<file path="config.mk">
export PLATFORM = sky130hd
export DESIGN_NAME = lookup_table_flat
export DESIGN_NICKNAME = d
export VERILOG_FILES = /design/src/rtl/lookup_table_pkg.sv /design/src/rtl/lookup_table_if.sv /design/src/rtl/lookup_table.sv /design/src/flat_wrapper.sv
export SDC_FILE = /design/constraint.sdc
export NUM_CORES = 1
export LEC_CHECK = 0
export ABC_AREA = 1
export CORE_ASPECT_RATIO = 1.5
export CORE_MARGIN = 2
export CORE_UTILIZATION = 55
export DETAILED_ROUTE_END_ITERATION = 10
export DONT_BUFFER_PORTS = 1
export PLACE_DENSITY_LB_ADDON = 0.2
export SETUP_SLACK_MARGIN = 0.05
export SLEW_MARGIN = 20
export SYNTH_ARGS = -nofsm -noshare
export SYNTH_HDL_FRONTEND = slang
export SYNTH_SLANG_ARGS = --single-unit
</file>
<file path="constraint.sdc">
create_clock -name clk -period 2.3 [get_ports clk]
set_input_delay 0.23 -clock clk [delete_from_list [all_inputs] [get_ports clk]]
set_output_delay 0.23 -clock clk [all_outputs]
set_load 0.01 [all_outputs]
</file>
<file path="src/rtl/lookup_table_pkg.sv">
// rtl/lookup_table_pkg.sv - shared widths, entry type and default-pattern function for lookup_table
package lookup_table_pkg;

   localparam int LUT_ADDR_W = 4;
   localparam int LUT_DATA_W = 4;
   localparam int LUT_DEPTH  = 1 << LUT_ADDR_W;

   typedef logic [LUT_DATA_W-1:0] lut_entry_t;

   // Gray code of the index at full 32-bit width; callers truncate to their entry width.
   function automatic logic [31:0] lut_default(input int unsigned idx);
      int unsigned gray;
      gray = idx ^ (idx >> 1);
      return 32'(gray);
   endfunction

endpackage

</file>
<file path="src/rtl/lookup_table_if.sv">
// rtl/lookup_table_if.sv - write/read port bundle of lookup_table
interface lookup_table_if
   import lookup_table_pkg::*;
#(
   parameter int ADDR_W = LUT_ADDR_W,
   parameter int DATA_W = LUT_DATA_W
);

   logic [ADDR_W-1:0] addrW;
   logic [ADDR_W-1:0] addrR;
   logic              WE;
   logic              RE;
   logic [DATA_W-1:0] dataIn;
   logic [DATA_W-1:0] dataOut;

   modport master (
      output addrW,
      output addrR,
      output WE,
      output RE,
      output dataIn,
      input  dataOut
   );

   modport slave (
      input  addrW,
      input  addrR,
      input  WE,
      input  RE,
      input  dataIn,
      output dataOut
   );

endinterface

</file>
<file path="src/rtl/lookup_table.sv">
// rtl/lookup_table.sv - 16x4 register lookup table, Gray-code default contents, optional LUT_WRITE_BYPASS_EN forwarding
module lookup_table
   import lookup_table_pkg::*;
#(
   parameter int ADDR_W = LUT_ADDR_W,
   parameter int DATA_W = LUT_DATA_W
) (
   input logic           clk,
   input logic           rst,
   lookup_table_if.slave bus
);

   localparam int DEPTH = 1 << ADDR_W;

   typedef logic [DATA_W-1:0] entry_t;
   typedef entry_t table_t [DEPTH];

   // Full table image of the Gray-code default pattern.
   function automatic table_t init_table();
      table_t t;
      for (int unsigned i = 0; i < DEPTH; i++) begin
         t[i] = entry_t'(lut_default(i));
      end
      return t;
   endfunction

   // Power-up values match what a reset would load.
   table_t mem_q     = init_table();
   entry_t rd_data_q = '0;
   entry_t rd_data_d;
   logic   fwd_hit;

   // Same-address write during a read; only consulted when forwarding is built in.
   assign fwd_hit = bus.RE && bus.WE && (bus.addrW == bus.addrR);

   // Read register next value: hold when RE is low, otherwise fetch (or forward).
   always_comb begin
      rd_data_d = rd_data_q;
      if (bus.RE) begin
`ifdef LUT_WRITE_BYPASS_EN
         if (fwd_hit) begin
            rd_data_d = bus.dataIn;
         end else begin
            rd_data_d = mem_q[bus.addrR];
         end
`else
         rd_data_d = mem_q[bus.addrR];
`endif
      end
   end

   // Table storage: reset reloads the default pattern, WE writes one entry.
   always_ff @(posedge clk) begin
      if (rst) begin
         mem_q <= init_table();
      end else if (bus.WE) begin
         mem_q[bus.addrW] <= bus.dataIn;
      end
   end

   // Read data register: cleared by reset, otherwise takes the selected value.
   always_ff @(posedge clk) begin
      if (rst) begin
         rd_data_q <= '0;
      end else begin
         rd_data_q <= rd_data_d;
      end
   end

`ifndef LUT_WRITE_BYPASS_EN
   // Read-first build: the hit signal exists only for the forwarding variant.
   logic unused_fwd;
   assign unused_fwd = fwd_hit;
`endif

   assign bus.dataOut = rd_data_q;

endmodule

</file>
<file path="src/flat_wrapper.sv">
// flat-port wrapper written by rule: the top's interface ports become plain ports
module lookup_table_flat import lookup_table_pkg::*;
#(
   parameter int ADDR_W = LUT_ADDR_W,
   parameter int DATA_W = LUT_DATA_W
)
  (clk, rst, bus_addrW, bus_addrR, bus_WE, bus_RE, bus_dataIn, bus_dataOut);
  lookup_table_if #(.ADDR_W(ADDR_W), .DATA_W(DATA_W)) bus_i ();
  input logic clk;
  input logic rst;
  input wire logic [$bits(bus_i.addrW)-1:0] bus_addrW;
  input wire logic [$bits(bus_i.addrR)-1:0] bus_addrR;
  input wire logic [$bits(bus_i.WE)-1:0] bus_WE;
  input wire logic [$bits(bus_i.RE)-1:0] bus_RE;
  input wire logic [$bits(bus_i.dataIn)-1:0] bus_dataIn;
  output wire logic [$bits(bus_i.dataOut)-1:0] bus_dataOut;
  assign bus_i.addrW = bus_addrW;
  assign bus_i.addrR = bus_addrR;
  assign bus_i.WE = bus_WE;
  assign bus_i.RE = bus_RE;
  assign bus_i.dataIn = bus_dataIn;
  assign bus_dataOut = bus_i.dataOut;
  lookup_table #(.ADDR_W(ADDR_W), .DATA_W(DATA_W)) u_core (.clk(clk), .rst(rst), .bus(bus_i));
endmodule
</file>
==> metrics, run 1 <==
core area 5740 sq um; Starting Density 56.1%; # clock sinks 68; top_reg_cell synth dfxtp_1; delay-heaviest family, CP simple AND/OR/NAND/NOR gates; Synth Instances 481; CP most frequent cell nand2_1; Yosys top cell by area dfxtp_1; Die ar. 6490 sq um; required time of the critical path 2550 ps; fin. max-slew vios 0; synthesis warning total 0; final hold slack 9.91 ps; clock-pin slew on the worst setup and hold paths 80 ps; P_leak 0.00159 uW; clk root buf clkbuf_8; Yosys cell types 17; Die H 97.7 microns; Remaining DRCs 0; setup TNS 0 ps; share of layout cells above drive strength 1 7.32%; Detail Route Antenna Nets 0; most numerous cell in the Yosys netlist nand2_1; Post-Synth XOR/XNOR Area 0%; critical path buffer and inverter count 1; crit share post-route 42.5%; final cell count without fillers 550; Synth Area in Adders 0%; Post-Syn Area 3220 sq um; Initial DRT Pass Iterations 5; min-delay worst type in -> reg; Die Wd 66.5 microns; peak supply drop 0.537 mV; cts bufs inserted 9; initial antenna violation count 0; IO Pins 20; buffers added on ports 0; global-route wire length before repair 13.0 mm; mux cell area share after synthesis 0%; Worst-Margin Slew 629 ps; final setup vio count 0; type of origin of the critical path flop; crit path kind reg -> reg; post-synthesis simple-gate area fraction 42.2%; Vias/cell 5.41; Final Hold Viols 0; most instantiated cells after synthesis nand2_1 (139), nand3_1 (84), nor2_1 (82), dfxtp_1 (68); fin crit period 979 ps; cells along the critical path nand2_1 > nand3_1 > nand3_1 > nand2_1 > nand2_1 > nand3_1 > nand2_1 > inv_1; Final #Nets 489; Total GRT Usage 26.1%; setup slack, reg-to-reg 1320 ps; crit end category flop; vias in the first global route 2754; Synth Register Bits 68; Starting DRT DRC Count 233; clk_skew 7.39 ps; PwrDens 715 nW/um^2; worst path arrival time 1230 ps; Compound-Gate Fraction of Synth Area 5.60%; RD Place Congestion 0.784; n_diodes 0; syn avg cell area 6.69 sq um; post-synth top area share 42.3%; CTS tree done; largest family of logic cells by synthesized area simple AND/OR/NAND/NOR gates; run status complete, no violations; post-synthesis async set-or-reset flop share 0%; Syn-to-layout area delta 4.43%; Post-CTS Resized 0; Max-Cap Viols 0; RSZ-0062 raised after global routing false; Post-Route WL 7.87 mm; sequential cell area 1360 sq um; multi-input logic area 1540 sq um; total gr overflow 0; # rows 34; Synthesized Nets 497; Max clock buf depth 2; fill count 587; Worst-Skew Late Latency 350 ps; Post-synth EDFFs 0; number of H-tree levels 3; Post-CTS Setup Inserts 0; final core area utilization 58.5%; fmax 1.02 GHz; CP max stage delay 320 ps; vias after detailed routing 2975; Rel. slew slack 58.0%; Worst path slowest cell dfxtp_1; Crit Path Max Fanout 2; Synth area leaders dfxtp_1 (42%), nand2_1 (16%), nand3_1 (13%); largest net degree at the start of global routing 40; Detail Placement HPWL 5.11 mm; sequential cell area fraction in the yosys report 42.3%; placed insts 533; Avg WL per Cell 14.3 microns
placed cells by master (no fill, tap or decap), drive strengths merged, types with 2 or more instances in the layout:
cell	n
clkinv	3
nand2	149
a21oi	4
dfxtp	68
buf	2
clkbuf	9
nor2	82
inv	36
nand3	88
clkinvlp	2
o21ai	32
state kept, by name (all words and copies together), names as in the netlist:
register,flops
u_core.bus.dataOut,4
u_core.mem_q,64
kinds of logic (layout without fill, tap and decap cells):
kind of cell / Yosys count / in the layout
compound gates: 36 / 36
buf+inv: 57 / 54
flops: 68 / 68
simple gates: 320 / 320
report_power, final:
| group | internal [uW] | switching, uW | leakage (uW) | total [uW] |
|---|---|---|---|---|
| clock network | 506 | 494 | 0.0000958 | 1000 |
| logic | 61.9 | 116 | 0.000940 | 178 |
| registers | 1210 | 19.3 | 0.000553 | 1230 |
metrics by stage:
step                      total power (uW)  area [sq um]  setup slack, ps
after floorplan                       1430          3220             1270
after global placement                1420          3150             1060
after detailed placement              1430          3150             1020
after CTS                             2410          3350             1330
after global routing                  2500          3360             1220
final                                 2400          3360             1320
worst paths after layout:
kind         cells past startpoint                           from                            endpoint
max reg2reg                      8  u_core.mem_q[55]$_SDFFE_PP0P_  u_core.bus.dataOut[3]$_SDFFE_PP0P_
min reg2reg                      2  u_core.mem_q[60]$_SDFFE_PP0P_       u_core.mem_q[60]$_SDFFE_PP0P_
min                              2                  bus_dataIn[3]       u_core.mem_q[31]$_SDFFE_PP1P_
max                              8  u_core.mem_q[55]$_SDFFE_PP0P_  u_core.bus.dataOut[3]$_SDFFE_PP0P_
layout make-up:
cell class | instances | area share (%)
flip-flops and latches | 68 | 40.5
repair buffers | 3 | 0.744
well taps | 72 | 2.68
clock buffers | 9 | 3.68
clock inverters | 7 | 2.27
inverters | 35 | 4.35
multi-input cells | 356 | 45.8
routing by layer:
metal	vias up	part of all wire (%)	global-route usage, %
met5	-	0	0
met4	0	3.1	11.5
met3	25	5.3	4.87
met2	104	48	40.5
met1	1340	44	35.1
li1	1506	-	-
timing repair:
item	in CTS	in global routing
hold endpoints to repair	0	1
endpoints found under the setup margin	0	0
hold buffers	0	1
(Power assumes the default switching activity.)
==> run 2, diff against run 1 <==
==> constraint.sdc (replaced) <==
create_clock -name clk -period 0.9 [get_ports clk]
set_input_delay 0.09 -clock clk [delete_from_list [all_inputs] [get_ports clk]]
set_output_delay 0.09 -clock clk [all_outputs]
set_load 0.01 [all_outputs]
==> metrics, run 2 (synthesized netlist as in run 1, its figures left out) <==
Syn-to-layout area delta 13.8% (was 4.43%); Top reg by flops u_core.mem_q (unchanged); Starting DRT DRC Count 229 (was 233); clk_skew 14.0 ps (was 7.39 ps); final setup vio count 4 (was 0); buffers added on ports 0 (unchanged); initial antenna violation count 0 (unchanged); crit share post-route 109% (was 42.5%); violated checks negative hold slack, negative setup slack; required time of the critical path 1150 ps (was 2550 ps); Power Total 6130 uW (was 2400 uW); Worst-Margin Slew 313 ps (was 629 ps); Die Wd 66.5 microns (unchanged); cells along the critical path nand2_1 > nand3_2 > nand3_2 > nand2_1 > nand2_1 > nand3_1 > nand2_1 > inv_1 (was nand2_1 > nand3_1 > nand3_1 > nand2_1 > nand2_1 > nand3_1 > nand2_1 > inv_1); multi-input logic area 1650 sq um (was 1540 sq um); worst slack at placement -120 ps (was 1020 ps); vias after detailed routing 3115 (was 2975); PwrDens 1670 nW/um^2 (was 715 nW/um^2); CP Launch Point u_core.mem_q[1]$_SDFFE_PP0P_ (was u_core.mem_q[55]$_SDFFE_PP0P_); Crit Path Max Fanout 2 (unchanged); Worst-Skew Late Latency 360 ps (was 350 ps); fin crit period 980 ps (was 979 ps); fin. max-slew vios 0 (unchanged); IO Pins 20 (unchanged); # clock sinks 68 (unchanged); commonest non-fill, non-tap cells in the layout nand2_1 (127), nor2_1 (82), nand3_1 (69) (was nand2_1 (139), nand3_1 (84), nor2_1 (82)); final hold slack -145 ps (was 9.91 ps); FF-to-FF End u_core.bus.dataOut[1]$_SDFFE_PP0P_ (was u_core.bus.dataOut[3]$_SDFFE_PP0P_); Rel. slew slack 79.0% (was 58.0%); cts bufs inserted 9 (unchanged); sequential cell area 1390 sq um (was 1360 sq um); flip-flop count of the largest register after layout 64 (unchanged); clock-pin slew on the worst setup and hold paths 80 ps (about the same); most common cell after layout, fill and taps aside nand2_1 (unchanged); crit path kind reg -> reg (unchanged); CP max stage delay 320 ps (about the same); share of layout cells above drive strength 1 20.6% (was 7.32%); # rows 34 (unchanged); Initial DRT Pass Iterations 4 (was 5); Post-Route WL 8.64 mm (was 7.87 mm); largest net degree at the start of global routing 65 (was 40); r2r startpoint u_core.mem_q[1]$_SDFFE_PP0P_ (was u_core.mem_q[55]$_SDFFE_PP0P_); Worst path slowest cell dfxtp_1 (unchanged); worst-case reg-to-reg path depth 8 (unchanged); Die ar. 6490 sq um (unchanged); CP most frequent cell nand2_1 (unchanged); Total GRT Usage 28.3% (was 26.1%); P_leak 0.00174 uW (was 0.00159 uW); Detail Placement HPWL 5.64 mm (was 5.11 mm); final worst slack -79.9 ps (was 1320 ps); Post-CTS Setup Inserts 0 (unchanged); Avg WL per Cell 15.1 microns (was 14.3 microns); worst path arrival time 1230 ps (about the same); fill count 548 (was 587); crit end category flop (unchanged); core area 5740 sq um (unchanged); RD Place Congestion 0.845 (was 0.784); Max clock buf depth 2 (unchanged); Final #Nets 512 (was 489); CTS tree done (unchanged); type of origin of the critical path flop (unchanged); run status complete, but fails checks (was complete, no violations); global-route wire length before repair 14.0 mm (was 13.0 mm); Vias/cell 5.44 (was 5.41); min-delay worst type in -> reg (unchanged); fmax 1.02 GHz (about the same); Detail Route Antenna Nets 0 (unchanged); Final Hold Viols 68 (was 0); setup slack, reg-to-reg -80 ps (was 1320 ps); n_diodes 0 (unchanged); Critical Path End u_core.bus.dataOut[1]$_SDFFE_PP0P_ (was u_core.bus.dataOut[3]$_SDFFE_PP0P_); number of H-tree levels 3 (unchanged); RSZ-0062 raised after global routing true (was false); clk root buf clkbuf_8 (unchanged); Starting Density 56.1% (unchanged); Die H 97.7 microns (unchanged); total gr overflow 0 (unchanged); peak supply drop 1.32 mV (was 0.537 mV); Remaining DRCs 0 (unchanged); vias in the first global route 2930 (was 2754); Max-Cap Viols 0 (unchanged)
-- run 2: layer usage --
layer	up-vias	share of wire (%)	track usage, %
li1	1554	-	-
met1	1465	43	34.4
met2	83	50	48.1
met3	13	4.6	6.60
met4	0	2.3	9.89
met5	-	0	0
-- run 2: area by class of cell --
class,instances,area share (%)
inverters,35,3.99
well taps,72,2.46
flip-flops and latches,68,37.8
clock inverters,5,1.43
multi-input cells,356,45.1
clock buffers,11,3.58
repair buffers,26,5.67
-- run 2: metrics by stage --
step / instances / utilization, % / setup TNS [ps] / area [sq um]
finish: 573 / 63.8 / -219 / 3660
detailed placement: 557 / 58.4 / -2690 / 3350
floorplan: 481 / - / 0 / 3240
global route: 573 / 63.8 / -525 / 3660
CTS: 573 / 62.9 / -148 / 3610
global placement: 557 / 58.4 / -1980 / 3350
-- run 2: what timing repair did --
action                     in CTS  in global routing
setup endpoints to repair       4                  8
pin swaps                       9                 13
hold endpoints to repair       68                 68
gates resized for setup        22                 21
-- run 2: report_power, final --
part           total [uW]  internal [uW]  switching, uW
clock network        2470           1270           1200
registers            3140           3090           51.5
logic                 524            201            323
-- run 2: worst min path at each step --
stage / from / to / slack [ps] / cells after the start
6_report: bus_dataIn[2] / u_core.mem_q[18]$_SDFFE_PP1P_ / -150 / 2
3_5_place_dp: bus_dataIn[2] / u_core.mem_q[18]$_SDFFE_PP1P_ / 220 / 2
4_1_cts: bus_dataIn[2] / u_core.mem_q[18]$_SDFFE_PP1P_ / -140 / 2
5_1_grt: bus_dataIn[0] / u_core.mem_q[4]$_SDFFE_PP1P_ / -140 / 2
2_1_floorplan: bus_dataIn[2] / u_core.mem_q[10]$_SDFFE_PP0P_ / 220 / 2
3_3_place_gp: bus_dataIn[1] / u_core.mem_q[21]$_SDFFE_PP1P_ / 220 / 2
-- run 2: critical path: cells and delay by family, from the launching register on --
| family | cells | cell delay (ps) |
|---|---|---|
| and+or+nand+nor | 7 | 540 |
| DFF | 1 | 320 |
| buffers and inverters | 1 | 30 |
